### src/rtl/seven_seg_pkg.sv
// Shared types and constants for the seven-segment scan controller.
// lzb_blank() backs the optional SEVEN_SEG_LZB_EN leading-zero blanking.
package seven_seg_pkg;

  typedef enum logic {
    BLANK = 1'b0,
    SHOW  = 1'b1
  } state_t;

  localparam int         ANODE_W    = 2;
  localparam int         DIGIT_W    = 4;
  localparam int         DATA_W     = 16;
  localparam logic [1:0] DIGIT_LAST = 2'd3;

  // True when the selected digit and every digit above it are zero.
  // Digit 0 always stays lit.
  function automatic logic lzb_blank(input logic [DATA_W-1:0] d,
                                     input logic [ANODE_W-1:0] sel);
    logic z;
    case (sel)
      2'd3:    z = (d[15:12] == 4'h0);
      2'd2:    z = (d[15:8]  == 8'h00);
      2'd1:    z = (d[15:4]  == 12'h000);
      default: z = 1'b0;
    endcase
    return z;
  endfunction

endpackage

### src/rtl/seven_seg_scan_timer.sv
// Digit scan FSM and counter: alternates a blanking gap and a lit period per
// digit, steps the anode select and flags each frame boundary.
module seven_seg_scan_timer
  import seven_seg_pkg::*;
#(
  parameter int DIGIT_CYCLES = 50000,
  parameter int BLANK_CYCLES = 500
) (
  input  logic               i_clk,
  input  logic               i_reset_n,
  output logic [ANODE_W-1:0] o_anode_sel,
  output logic               o_blank,
  output logic               o_frame_done,
  output logic               o_frame_tick
);

  localparam int CNT_MAX = (DIGIT_CYCLES > BLANK_CYCLES) ? DIGIT_CYCLES : BLANK_CYCLES;
  localparam int CNT_W   = $clog2(CNT_MAX);
  localparam logic [CNT_W-1:0] DIGIT_LAST_CNT = CNT_W'(DIGIT_CYCLES - 1);
  localparam logic [CNT_W-1:0] BLANK_LAST_CNT = CNT_W'(BLANK_CYCLES - 1);

  state_t             r_state, w_state_nxt;
  logic [CNT_W-1:0]   r_cnt, w_cnt_nxt;
  logic [ANODE_W-1:0] r_anode, w_anode_nxt;
  logic               r_blank, w_blank_nxt;
  logic               r_frame_done;
  logic               w_frame_tick;

  // Next-state, counter and anode stepping.
  always_comb begin
    w_state_nxt  = r_state;
    w_cnt_nxt    = r_cnt + CNT_W'(1);
    w_anode_nxt  = r_anode;
    w_blank_nxt  = r_blank;
    w_frame_tick = 1'b0;
    case (r_state)
      BLANK: begin
        if (r_cnt == BLANK_LAST_CNT) begin
          w_state_nxt = SHOW;
          w_cnt_nxt   = '0;
          w_blank_nxt = 1'b0;
        end else begin
          w_blank_nxt = 1'b1;
        end
      end
      SHOW: begin
        if (r_cnt == DIGIT_LAST_CNT) begin
          w_state_nxt  = BLANK;
          w_cnt_nxt    = '0;
          w_anode_nxt  = r_anode + ANODE_W'(1);
          w_blank_nxt  = 1'b1;
          w_frame_tick = (r_anode == DIGIT_LAST);
        end else begin
          w_blank_nxt = 1'b0;
        end
      end
      default: begin
        w_state_nxt = BLANK;
        w_cnt_nxt   = '0;
        w_blank_nxt = 1'b1;
      end
    endcase
  end

  // Scan state registers.
  always_ff @(posedge i_clk or negedge i_reset_n) begin
    if (!i_reset_n) begin
      r_state      <= BLANK;
      r_cnt        <= '0;
      r_anode      <= '0;
      r_blank      <= 1'b1;
      r_frame_done <= 1'b0;
    end else begin
      r_state      <= w_state_nxt;
      r_cnt        <= w_cnt_nxt;
      r_anode      <= w_anode_nxt;
      r_blank      <= w_blank_nxt;
      r_frame_done <= w_frame_tick;
    end
  end

  assign o_anode_sel  = r_anode;
  assign o_blank      = r_blank;
  assign o_frame_done = r_frame_done;
  assign o_frame_tick = w_frame_tick;

endmodule

### src/rtl/seven_seg_scan_ctrl.sv
// Seven-segment scan controller: load handshake, frame-aligned commit and scan.
// Define SEVEN_SEG_LZB_EN to blank leading zero digits.
module seven_seg_scan_ctrl
  import seven_seg_pkg::*;
#(
  parameter int DIGIT_CYCLES = 50000,
  parameter int BLANK_CYCLES = 500
) (
  input  logic               clk,
  input  logic               reset_n,
  input  logic               load_valid,
  input  logic [DATA_W-1:0]  load_data,
  output logic               load_ready,
  output logic [DATA_W-1:0]  data_out,
  output logic [ANODE_W-1:0] anode_sel,
  output logic               blank,
  output logic               frame_done
);

  logic [ANODE_W-1:0] w_anode_sel;
  logic               w_base_blank;
  logic               w_frame_done;
  logic               w_frame_tick;
  logic               w_transfer;
  logic               w_commit;

  logic               r_pending;
  logic [DATA_W-1:0]  r_pending_data;
  logic               r_load_ready;
  logic [DATA_W-1:0]  r_data_out;

  seven_seg_scan_timer #(
    .DIGIT_CYCLES (DIGIT_CYCLES),
    .BLANK_CYCLES (BLANK_CYCLES)
  ) u_timer (
    .i_clk        (clk),
    .i_reset_n    (reset_n),
    .o_anode_sel  (w_anode_sel),
    .o_blank      (w_base_blank),
    .o_frame_done (w_frame_done),
    .o_frame_tick (w_frame_tick)
  );

  assign w_transfer = load_valid & r_load_ready;
  assign w_commit   = w_frame_tick & r_pending;

  // Pending buffer; a transfer needs load_ready, which is low whenever pending is set.
  always_ff @(posedge clk or negedge reset_n) begin
    if (!reset_n) begin
      r_pending      <= 1'b0;
      r_pending_data <= '0;
    end else if (w_transfer) begin
      r_pending      <= 1'b1;
      r_pending_data <= load_data;
    end else if (w_commit) begin
      r_pending      <= 1'b0;
    end else begin
      r_pending      <= r_pending;
    end
  end

  // Ready drops right after acceptance, rises one cycle after commit.
  always_ff @(posedge clk or negedge reset_n) begin
    if (!reset_n) begin
      r_load_ready <= 1'b1;
    end else if (w_transfer) begin
      r_load_ready <= 1'b0;
    end else begin
      r_load_ready <= ~r_pending;
    end
  end

  // Displayed value only changes on the frame boundary edge.
  always_ff @(posedge clk or negedge reset_n) begin
    if (!reset_n) begin
      r_data_out <= '0;
    end else if (w_commit) begin
      r_data_out <= r_pending_data;
    end else begin
      r_data_out <= r_data_out;
    end
  end

  assign load_ready = r_load_ready;
  assign data_out   = r_data_out;
  assign anode_sel  = w_anode_sel;
  assign frame_done = w_frame_done;

`ifdef SEVEN_SEG_LZB_EN
  assign blank = w_base_blank | lzb_blank(r_data_out, w_anode_sel);
`else
  assign blank = w_base_blank;
`endif

endmodule

### config.mk
export PLATFORM = sky130hd
export DESIGN_NAME = seven_seg_scan_ctrl
export DESIGN_NICKNAME = d
export VERILOG_FILES = /design/src/rtl/seven_seg_pkg.sv /design/src/rtl/seven_seg_scan_timer.sv /design/src/rtl/seven_seg_scan_ctrl.sv
export SDC_FILE = /design/constraint.sdc
export NUM_CORES = 1
export LEC_CHECK = 0
export ABC_CLOCK_PERIOD_IN_PS = 1800
export BUFFER_PORTS_ARGS = -buffer_cell sky130_fd_sc_hd__buf_2
export CORE_ASPECT_RATIO = 0.6
export CORE_UTILIZATION = 50
export DETAILED_ROUTE_END_ITERATION = 10
export PLACE_DENSITY = 0.75
export SKIP_CTS_REPAIR_TIMING = 1
export SYNTH_ARGS = -nofsm -noshare
export SYNTH_HDL_FRONTEND = slang
export SYNTH_SLANG_ARGS = --single-unit
### constraint.sdc
create_clock -name clk -period 1.8 [get_ports clk]
set_input_delay 0.18 -clock clk [delete_from_list [all_inputs] [get_ports clk]]
set_output_delay 0.18 -clock clk [all_outputs]
set_load 0.02 [all_outputs]
; After elaboration in Yosys (flattened, before gate mapping)
; Index checks and enable logic that the tools add are counted.
[op_classes]
n_eq_ne = 3
addsub = 2
mux = 14
n_bitwise = 4
n_reduce_logical = 2
[ops]
columns = operator, count
row1 = 16-bit 2-to-1 mux, 2
row2 = 16-bit case mux with 2 select lines, 1
row3 = "16-bit by 1-bit adder with 16-bit output, second input constant", 1
row4 = "16-bit equality test, second input constant", 1
row5 = "16-bit by 9-bit equality test with 1-bit output, second input constant", 1
row6 = 1-bit 2-to-1 mux, 9
row7 = 1-bit case mux with 2 select lines, 2
row8 = "2-bit by 1-bit adder with 2-bit output, second input constant", 1
row9 = 1-bit AND, 2
row10 = "2-bit equality test, second input constant", 1
row11 = 1-bit NOT, 2
row12 = 2-bit AND reduction, 1
row13 = 2-bit nonzero test, 1
[word_totals]
reg_bits = 55
word_cells = 34
input_bits = 19
output_inout_bits = 21

; Longest topological paths before layout
; Gate-level depths: netlist of run 1.
[logic_depth]
word_depth = 6
ltp_mapped = 6
depth_no_buf = 5

; Cells and area by module
; From an unflattened synthesis of run 1, not the netlist that was laid out.
[hier_totals]
cells_unflattened = 169
hier_area_um2 = 2331.0
[modules_own_cells]
columns = module, n_inst, cells_each, area_each_um2
row1 = seven_seg_scan_ctrl, 1, 73, 1321.3
row2 = seven_seg_scan_timer, 1, 96, 1009.7

; Least setup slack after synthesis of run 1
; Ideal clock, no wire load.
[synth_timing]
kind = reg2reg
start = register u_timer.r_cnt[4]
end = register r_data_out[10], in the netlist data_out[10]
path_stages_with_launch = 7
setup_ns = 0.125
arrival_time_ns = 1.888
path_slack_ns = -0.214
period_less_slack_ns = 2.014
path_buffers = 2
path_cell_list = dfrtp_1 > buf_6 > or3b_4 > nor4_4 > nand4_4 > buf_6 > mux2_4
[synth_via]
elab_chain_cells = 4
[synth_lines]
columns = element, line
row1 = "start, declared", seven_seg_scan_timer.sv:23  ; logic [CNT_W-1:0] r_cnt, w_cnt_nxt;
row2 = "start signal, assigned", seven_seg_scan_timer.sv:75  ; r_cnt <= w_cnt_nxt;
row3 = 16-bit equality test, seven_seg_scan_timer.sv:47  ; if (r_cnt == DIGIT_LAST_CNT) begin
row4 = 1-bit 2-to-1 mux, seven_seg_scan_timer.sv:47
row5 = 1-bit 2-to-1 mux, seven_seg_scan_timer.sv:36  ; case (r_state)
row6 = 1-bit AND, seven_seg_scan_ctrl.sv:45  ; assign w_commit = w_frame_tick & r_pending;
row7 = "end signal, assigned", seven_seg_scan_ctrl.sv:78  ; r_data_out <= r_pending_data;
row8 = "end signal, assigned", seven_seg_scan_ctrl.sv:80  ; r_data_out <= r_data_out;
row9 = "end, declared", seven_seg_scan_ctrl.sv:30  ; logic [DATA_W-1:0] r_data_out;
; Every way passes these cells.
; A chain may end at the register's enable or synchronous reset.

; Worst setup path in the final report of run 1
[layout_timing]
start = register u_timer.r_cnt[11]
end = register r_data_out[3], in the netlist data_out[3]
; The elaborated chain is that of the path after synthesis.

==> impl_metrics.json, run 1 <==
{
  "post_drt_wl_per_cell_microns": 15.3,
  "placed_area_sq_um": 2770,
  "grt_max_degree": 39,
  "grt.met2_usage_pct": 32.4,
  "cts_made_buffers": 5,
  "status": "finished with violations",
  "cp.arrival_ns": 2.01,
  "routed_wl_mm": 4.57,
  "hp-class": "in -> reg",
  "avgSynthCellArea_sq_um": 13.6,
  "async_flop_share_pct": 100,
  "leakage_nw": 1.49,
  "drc_errors": 0,
  "post-dp-hpwl_mm": 3.20,
  "met1_usage_pct": 27.1,
  "clkSinkCount": 55,
  "setup_viol": 11,
  "drive_above_1_share_pct": 50.0,
  "synth_nets": 193,
  "cp.required_ns": 1.99,
  "critPathTopFamily": "simple AND/OR/NAND/NOR gates",
  "first_pass_iters": 4,
  "synth_area_sq_um": 2330,
  "fillers": 314,
  "clk_pin_slew_ns": 0.10,
  "portBuffers": 39,
  "grt_pass1_wl_mm": 7.40,
  "synth_cells": 172,
  "ys_seq_elements": 55,
  "grt_setup_unrepaired": "yes",
  "worstSkewPairLatency_ns": 0.30,
  "cp_slowest_cell": "or4_4",
  "htreeDepth": 2,
  "setup_tns_ns": -0.0677,
  "path_cells": "or4_4 > nor2_4 > nand4_4 > buf_12 > mux2_4",
  "pin_count": 40,
  "tightest_slew_ns": 0.702,
  "reg2reg_slack_ns": -0.02,
  "slowest_delay_ns": 0.56,
  "internal-power_mw": 1.86,
  "antenna_cells": 0,
  "path_max_fanout": 16,
  "die_area_sq_um": 4950,
  "synthFlopType": "dfrtp_1",
  "clock_path_buffers": 2,
  "die_w_microns": 90.2,
  "swShare_pct": 21.3,
  "ir_drop_v": 0.000435,
  "crit_path_end_kind": "register",
  "final_util_pct": 69.2,
  "seqPwrFrac_pct": 59.4,
  "die_h_microns": 54.9,
  "ys.warnings.count": 0,
  "fin_crit_sh_pct": 101,
  "gp_congestion": 0.808,
  "grt_overflow": 0,
  "drv_cap": 0,
  "slew_violations": 0,
  "synth-edff-count": 0,
  "tritoncts": "built",
  "nNetsFinal": 259,
  "viasPerCell": 5.26,
  "met3_usage_pct": 4.37,
  "grt.busiest_layer": "met2",
  "start_util_pct": 54.5,
  "crit_buf_inv": 1,
  "worstSetupPathType": "reg -> reg",
  "cts-root-buf": "clkbuf_8",
  "layout_setup_ws_ns": -0.0152,
  "drt_iter0_drc": 100,
  "fp.coreArea_sq_um": 4280,
  "violations": "setup timing",
  "yosysUniqueCellTypes": 30,
  "yosysSeqAreaShare_pct": 59.1,
  "vias": 1568,
  "p_per_area_nw_per_um2": 800,
  "multi_input_area_sq_um": 963,
  "hold_viol": 0,
  "switching_power_uw": 505,
  "final_antenna_net_count": 0,
  "fp-row-count": 18,
  "fin_crit_ns": 1.82,
  "area_growth_pct": 26.9,
  "clock_skew_ns": 0.00913,
  "p_clk_share_pct": 33.1,
  "cp-start-kind": "register",
  "combPwrFrac_pct": 7.4,
  "final_area_sq_um": 2960,
  "track_usage_pct": 19.8,
  "clock.fmax_ghz": 0.551,
  "relSlewSlack_pct": 53.1,
  "seqCellArea_sq_um": 1380,
  "grt_pass1_vias": 1537,
  "antenna_found_initial": 0
}
-- path summary, 6_finish.rpt --
path	from	endpoint	cells after the start
setup / recovery	u_timer.r_cnt[11]	data_out[3]	5
hold / removal	load_valid	load_ready	2
setup reg to reg	u_timer.r_cnt[11]	data_out[3]	5
hold reg to reg	r_pending	load_ready	1
max in group asynchronous	reset_n	u_timer.r_cnt[14]	3
min in group asynchronous	reset_n	r_pending_data[13]	2
-- final cells by class --
class,count,share of cell area (%)
flip-flops and latches,55,46.6
repair buffers,65,14.4
inverters,3,0.380
multi-input cells,108,32.5
clock buffers,5,2.32
clock inverters,2,1.27
well taps,60,2.54
-- registers in the layout, indices dropped and copies added (netlist names) --
register	flops
data_out	16
r_pending_data	16
u_timer.r_cnt	16
u_timer.o_anode_sel	2
load_ready	1
r_pending	1
u_timer.o_blank	1
u_timer.o_frame_done	1
u_timer.r_state	1
-- power by group through the flow --
stage	clock, mW	sequential (mW)	combinational [mW]
floorplan	0	1.41	0.111
global placement	0	1.42	0.168
detailed placement	0	1.43	0.180
CTS	0.808	1.41	0.181
global route	0.864	1.42	0.198
finish	0.785	1.41	0.176
-- through the flow --
step                      setup slack (ns)  hold slack [ns]  instances  total power, mW
after floorplan                    -0.0870           -0.116        172             1.52
after global placement              0.0134            0.125        286             1.59
after detailed placement           -0.0244            0.131        286             1.61
after CTS                          -0.0739           -0.192        293             2.40
after global routing               -0.0829           0.0624        298             2.48
final                              -0.0152           0.0629        298             2.37
-- cell usage in the layout (no fill, tap or decap), types with 2 or more instances in the layout --
master,instances
xnor2_1,6
nor3_1,2
nand4_1,4
and4_1,2
buf_4,21
dfrtp_1,53
mux2_2,23
nor2_1,15
buf_6,2
xor2_1,7
nor4_1,2
buf_2,39
mux2_4,10
a21oi_1,2
inv_1,3
dfstp_2,2
and2_1,2
or4_1,2
o31ai_1,2
or4_4,2
nand2_1,7
buf_12,2
nand3_1,5
clkbuf_8,5
-- synthesized netlist by cell type (3+ instances only) --
master    count  area (sq um)
xor2_1        7          61.3
mux2_4       10           150
dfrtp_1      53          1330
clkbuf_1      3          11.3
or4_1         4          30.0
nor2_1       16          60.1
nand4_1       4          25.0
nand3_1       6          30.0
xnor2_1       6          52.6
mux2_2       23           259
inv_1         3          11.3
nand2_1       8          30.0
a21oi_1       3          15.0
-- cell families (layout without fill, tap and decap cells) --
kind of cell | count (synthesis) | in the layout | share of synthesized area [%]
AOI/OAI and AO/OA | 7 | 7 | 1.93
xor gates and xnor gates | 13 | 13 | 4.88
adders and majority gates | 2 | 2 | 1.07
buffers and inverters | 9 | 75 | 2.15
DFF | 55 | 55 | 59.1
muxes | 33 | 33 | 17.5
and+or+nand+nor | 53 | 53 | 13.3
-- per-layer routing --
metal / vias to the layer above / wire, microns / part of all wire [%]
met2: 45 / 2170 / 48
met4: 0 / 14 / 0.31
li1: 739 / - / -
met5: - / 0 / 0
met3: 2 / 207 / 4.5
met1: 782 / 2180 / 48
No activity file was read; power rests on OpenSTA's default activity.
==> inputs of run 2 (changes only) <==
==> constraint.sdc (replaced) <==
create_clock -name clk -period 1.8 [get_ports clk]
set_input_delay 0.27 -clock clk [delete_from_list [all_inputs] [get_ports clk]]
set_output_delay 0.27 -clock clk [all_outputs]
set_load 0.02 [all_outputs]
==> run 2 against run 1 <==
  * The flow still finishes with violations (setup timing)
  * Sequential power about the same
  * First-iteration DRC count down 25%
  * Cell count up 1.7%
  * Sequential cell count is the same
  * Maximum frequency shrank 1.5%
  * Non-clock buffer count increased by 4
  * Largest cell class unchanged
  * Largest power group unchanged
==> impl_metrics.json, run 2 (synthesis results as in run 1) <==
{
  "status": "finished with violations",
  "violations": "setup timing",
  "hp-class": "in -> reg",
  "clkSinkCount": 55,
  "p_per_area_nw_per_um2": 830,
  "final_area_sq_um": 3040,
  "gp_congestion": 0.809,
  "hold_viol": 0,
  "seqPwrFrac_pct": 55.7,
  "grt_pass1_wl_mm": 6.89,
  "worstSetupPathType": "reg -> reg",
  "placed_area_sq_um": 2770,
  "drive_above_1_share_pct": 52.3,
  "switching_power_uw": 511,
  "crit_buf_inv": 1,
  "combPwrFrac_pct": 6.9,
  "die_area_sq_um": 4950,
  "p_total_mw": 2.52,
  "viasPerCell": 5.25,
  "clock_path_buffers": 2,
  "tightest_slew_ns": 0.722,
  "r2r_cells": 5,
  "slew_violations": 0,
  "htreeDepth": 2,
  "tritoncts": "built",
  "nNetsFinal": 263,
  "clk_pin_slew_ns": 0.09,
  "pin_count": 40,
  "setup_tns_ns": -0.598,
  "finalNonFillerCells": 303,
  "path_max_fanout": 16,
  "first_pass_iters": 4,
  "routed_wl_mm": 4.77,
  "placed_cells": 286,
  "reg2reg_slack_ns": -0.04,
  "grt_overflow": 0,
  "start_util_pct": 54.5,
  "cp.arrival_ns": 2.03,
  "cts_made_buffers": 5,
  "cts-root-buf": "clkbuf_8",
  "post-place-ws_ns": -0.0469,
  "cp-start-kind": "register",
  "cp_slowest_cell": "or4_4",
  "p_clk_share_pct": 37.4,
  "timing.rr.end": "data_out[9]",
  "final_common_cell": "dfrtp_1",
  "hold_end": "load_ready",
  "clock.fmax_ghz": 0.543,
  "drt_iter0_drc": 75,
  "path_cells": "or4_4 > nor2_4 > nand4_4 > buf_12 > mux2_4",
  "die_h_microns": 54.9,
  "hp-start": "load_valid",
  "min_path_cells": 2,
  "antenna_cells": 0,
  "leakage_nw": 1.53,
  "post-dp-hpwl_mm": 3.18,
  "internal-power_mw": 2.01,
  "clock_skew_ns": 0.00391,
  "grt_pass1_vias": 1475,
  "swShare_pct": 20.3,
  "final_util_pct": 71.1,
  "setup_viol": 28,
  "area_growth_pct": 30.4,
  "portBuffers": 39,
  "post_drt_wl_per_cell_microns": 15.8,
  "relSlewSlack_pct": 51.8,
  "vias": 1592,
  "rr_startpoint": "u_timer.r_cnt[11]",
  "fp.coreArea_sq_um": 4280,
  "track_usage_pct": 18.4,
  "drv_cap": 0,
  "cp.required_ns": 1.99,
  "final_antenna_net_count": 0,
  "worstSkewPairLatency_ns": 0.30,
  "antenna_found_initial": 0,
  "die_w_microns": 90.2,
  "timing.hold.ws_ns": 0.141,
  "crit_path_end_kind": "register",
  "layout_setup_ws_ns": -0.0421,
  "ir_drop_v": 0.000605,
  "drc_errors": 0,
  "critPathTopFamily": "simple AND/OR/NAND/NOR gates",
  "slowest_delay_ns": 0.57,
  "fin_crit_sh_pct": 102,
  "fp-row-count": 18,
  "grt_max_degree": 56,
  "fin_crit_ns": 1.84,
  "grt_setup_unrepaired": "yes",
  "mostFrequentLayoutCells": "dfrtp_1, buf_2, buf_4"
}
-- run 2: layout make-up --
cell class | instances | area [sq um]
clock inverters | 3 | 67.6
flip-flops and latches | 55 | 1380
repair buffers | 69 | 455
multi-input cells | 108 | 982
inverters | 3 | 11.3
clock buffers | 5 | 68.8
fillers | 291 | 1240
well taps | 60 | 75.1
-- run 2: worst max path at each step --
stage                      startpoint           endpoint  slack [ns]  cells after the start
floorplan           u_timer.r_cnt[11]       data_out[10]       -0.09                      5
global placement    u_timer.r_cnt[11]        data_out[4]        0.01                      5
detailed placement  u_timer.r_cnt[11]        data_out[9]       -0.05                      5
CTS                 u_timer.r_cnt[11]        data_out[9]       -0.06                      5
global route         u_timer.r_cnt[1]  u_timer.r_cnt[14]       -0.14                      7
finish              u_timer.r_cnt[11]        data_out[9]       -0.04                      5
-- run 2: power by group through the flow --
stage                     combinational, mW  sequential, mW  clock (mW)
final                                 0.175            1.41       0.942
after detailed placement              0.177            1.43           0
after CTS                             0.178            1.41       0.949
after global routing                  0.198            1.42        1.01
after global placement                0.168            1.42           0
after floorplan                       0.111            1.41           0
-- run 2: worst reg2reg max path: cells and delay by family (launching register included) --
kind / cells / cell delay (ns)
muxes: 1 / 0.31
and+or+nand+nor: 3 / 0.84
DFF: 1 / 0.40
buffers and inverters: 1 / 0.19
-- run 2: routing by layer --
layer,share of wire (%),routed length [microns],up-vias,global-route usage [%]
met5,0,0,-,0
met1,47,2230,800,24.9
met4,0.96,46,0,4.84
met2,48,2300,47,31.6
li1,-,-,741,-
met3,4.1,194,4,3.69
==> inputs of run 3 (changes only) <==
Settings changed: ABC_CLOCK_PERIOD_IN_PS 1800 to 1550.
Clock period 1.8 ns to 1.55 ns, I/O delays scaled along.
==> run 3 against run 2 <==
  * Global-route usage up 2.4 points
  * Total power up 16%
  * Clock power up 15%
  * Highest routed layer unchanged
  * Cell count increased by 2.0%
  * Via count is 1.3% higher
  * Cell area grew 3.0%
  * Hold slack got worse by 0.025 ns
  * Clock skew up 0.0051 ns
  * Sequential cell count did not move
  * Largest cell class unchanged
  * The run still ends with setup timing left
==> impl_metrics.json, run 3 (synthesis results as in run 1) <==
{
  "antenna_found_initial": 0,
  "p_total_mw": 2.93,
  "grt_pass1_wl_mm": 7.77,
  "hp-start": "load_valid",
  "internal-power_mw": 2.34,
  "grt_pass1_vias": 1644,
  "start_util_pct": 54.5,
  "final_common_cell": "dfrtp_1",
  "seqPwrFrac_pct": 55.8,
  "grt_overflow": 0,
  "combPwrFrac_pct": 7.1,
  "path_cells": "or4_4 > buf_4 > o32ai_4 > buf_6 > nor2_2",
  "swShare_pct": 20.1,
  "critPathTopFamily": "simple AND/OR/NAND/NOR gates",
  "cp.required_ns": 1.74,
  "r2r_cells": 5,
  "hold_end": "load_ready",
  "first_pass_iters": 4,
  "slowest_delay_ns": 0.56,
  "clock_skew_ns": 0.00906,
  "clk_pin_slew_ns": 0.09,
  "drt_iter0_drc": 55,
  "routed_wl_mm": 5.03,
  "grt_setup_unrepaired": "yes",
  "crit_path_end_kind": "register",
  "fin_crit_ns": 1.85,
  "leakage_nw": 1.56,
  "tightest_slew_ns": 0.411,
  "die_w_microns": 90.2,
  "die_h_microns": 54.9,
  "crit_path_start": "u_timer.r_cnt[11]",
  "layout_setup_ws_ns": -0.297,
  "tritoncts": "built",
  "cp-start-kind": "register",
  "cts_made_buffers": 5,
  "timing.rr.end": "u_timer.r_cnt[2]",
  "worstSetupPathType": "reg -> reg",
  "rr_startpoint": "u_timer.r_cnt[11]",
  "mostFrequentLayoutCells": "dfrtp_1, buf_2, buf_4",
  "reg2reg_slack_ns": -0.30,
  "area_growth_pct": 34.3,
  "final_antenna_net_count": 0,
  "cp.arrival_ns": 2.04,
  "fin_crit_sh_pct": 119,
  "antenna_cells": 0,
  "grt_max_degree": 40,
  "post_drt_wl_per_cell_microns": 16.3,
  "fp-row-count": 18,
  "crit_buf_inv": 2,
  "viasPerCell": 5.22,
  "gp_congestion": 0.831,
  "htreeDepth": 2,
  "nNetsFinal": 269,
  "drv_cap": 0,
  "post-place-ws_ns": -0.299,
  "die_area_sq_um": 4950,
  "status": "finished with violations",
  "hold_viol": 0,
  "p_per_area_nw_per_um2": 935,
  "violations": "setup timing",
  "slew_violations": 0,
  "relSlewSlack_pct": 72.6,
  "post-dp-hpwl_mm": 3.45,
  "hp-class": "in -> reg",
  "min_path_cells": 2,
  "cts-root-buf": "clkbuf_8",
  "clkSinkCount": 55,
  "ir_drop_v": 0.000556,
  "cp_slowest_cell": "or4_4",
  "switching_power_uw": 588,
  "track_usage_pct": 20.8,
  "pin_count": 40,
  "p_clk_share_pct": 37.1,
  "final_util_pct": 73.2,
  "path_max_fanout": 6,
  "setup_viol": 31,
  "worstSkewPairLatency_ns": 0.30,
  "portBuffers": 39,
  "fillers": 278,
  "drc_errors": 0,
  "drive_above_1_share_pct": 55.4,
  "clock_path_buffers": 2,
  "vias": 1613,
  "fp.coreArea_sq_um": 4280,
  "clock.fmax_ghz": 0.541
}
==> run 3: changes by cell type in the layout (fill, tap and decap cells not counted), sizes merged <==
| cell | delta |
|---|---|
| buf | +6 |
| clkinvlp | -1 |
| clkbuf | +1 |
==> run 3: cell type report <==
class | instances | area, sq um | area share [%]
clock inverter | 2 | 60.1 | 1.92
multi-input combinational | 108 | 1030 | 32.9
inverter | 3 | 11.3 | 0.360
sequential | 55 | 1380 | 44.0
clock buffer | 6 | 72.6 | 2.32
timing repair buffer | 75 | 504 | 16.1
tap | 60 | 75.1 | 2.40
==> run 3: how the worst max path moves through the flow <==
stage,to,cells after the start,slack [ns]
global route,u_timer.r_cnt[15],6,-0.36
floorplan,data_out[10],5,-0.34
CTS,u_timer.r_cnt[14],6,-0.31
finish,u_timer.r_cnt[2],5,-0.30
global placement,data_out[5],5,-0.25
detailed placement,u_timer.r_cnt[4],6,-0.30
==> run 3: metrics by stage <==
stage                     std cells  instance area, sq um  hold WS (ns)  setup TNS [ns]
after floorplan                 172                  2370       -0.0631           -8.00
after global placement          295                  2850         0.165           -6.76
after detailed placement        295                  2850         0.176           -8.08
after CTS                       303                  2980        -0.151           -8.46
after global routing            309                  3130         0.103           -9.97
final                           309                  3130         0.116           -7.77
==> run 3: power groups by stage <==
stage	clock network (mW)	registers [mW]	logic, mW
global placement	0	1.65	0.195
global route	1.17	1.65	0.233
floorplan	0	1.64	0.129
finish	1.08	1.63	0.208
CTS	1.11	1.63	0.212
detailed placement	0	1.66	0.211
==> run 3: layer usage <==
layer	vias up	GRT usage (%)	wire, microns
met4	0	5.11	19
met3	2	4.92	186
met2	41	36.4	2440
li1	755	-	-
met1	815	27.2	2380
met5	-	0	0
==> run 3: worst reg2reg max path, cell delays in order (launching register included) <==
cell	delay (ns)
dfrtp_1	0.39
or4_4	0.56
buf_4	0.17
o32ai_4	0.35
buf_6	0.22
nor2_2	0.04
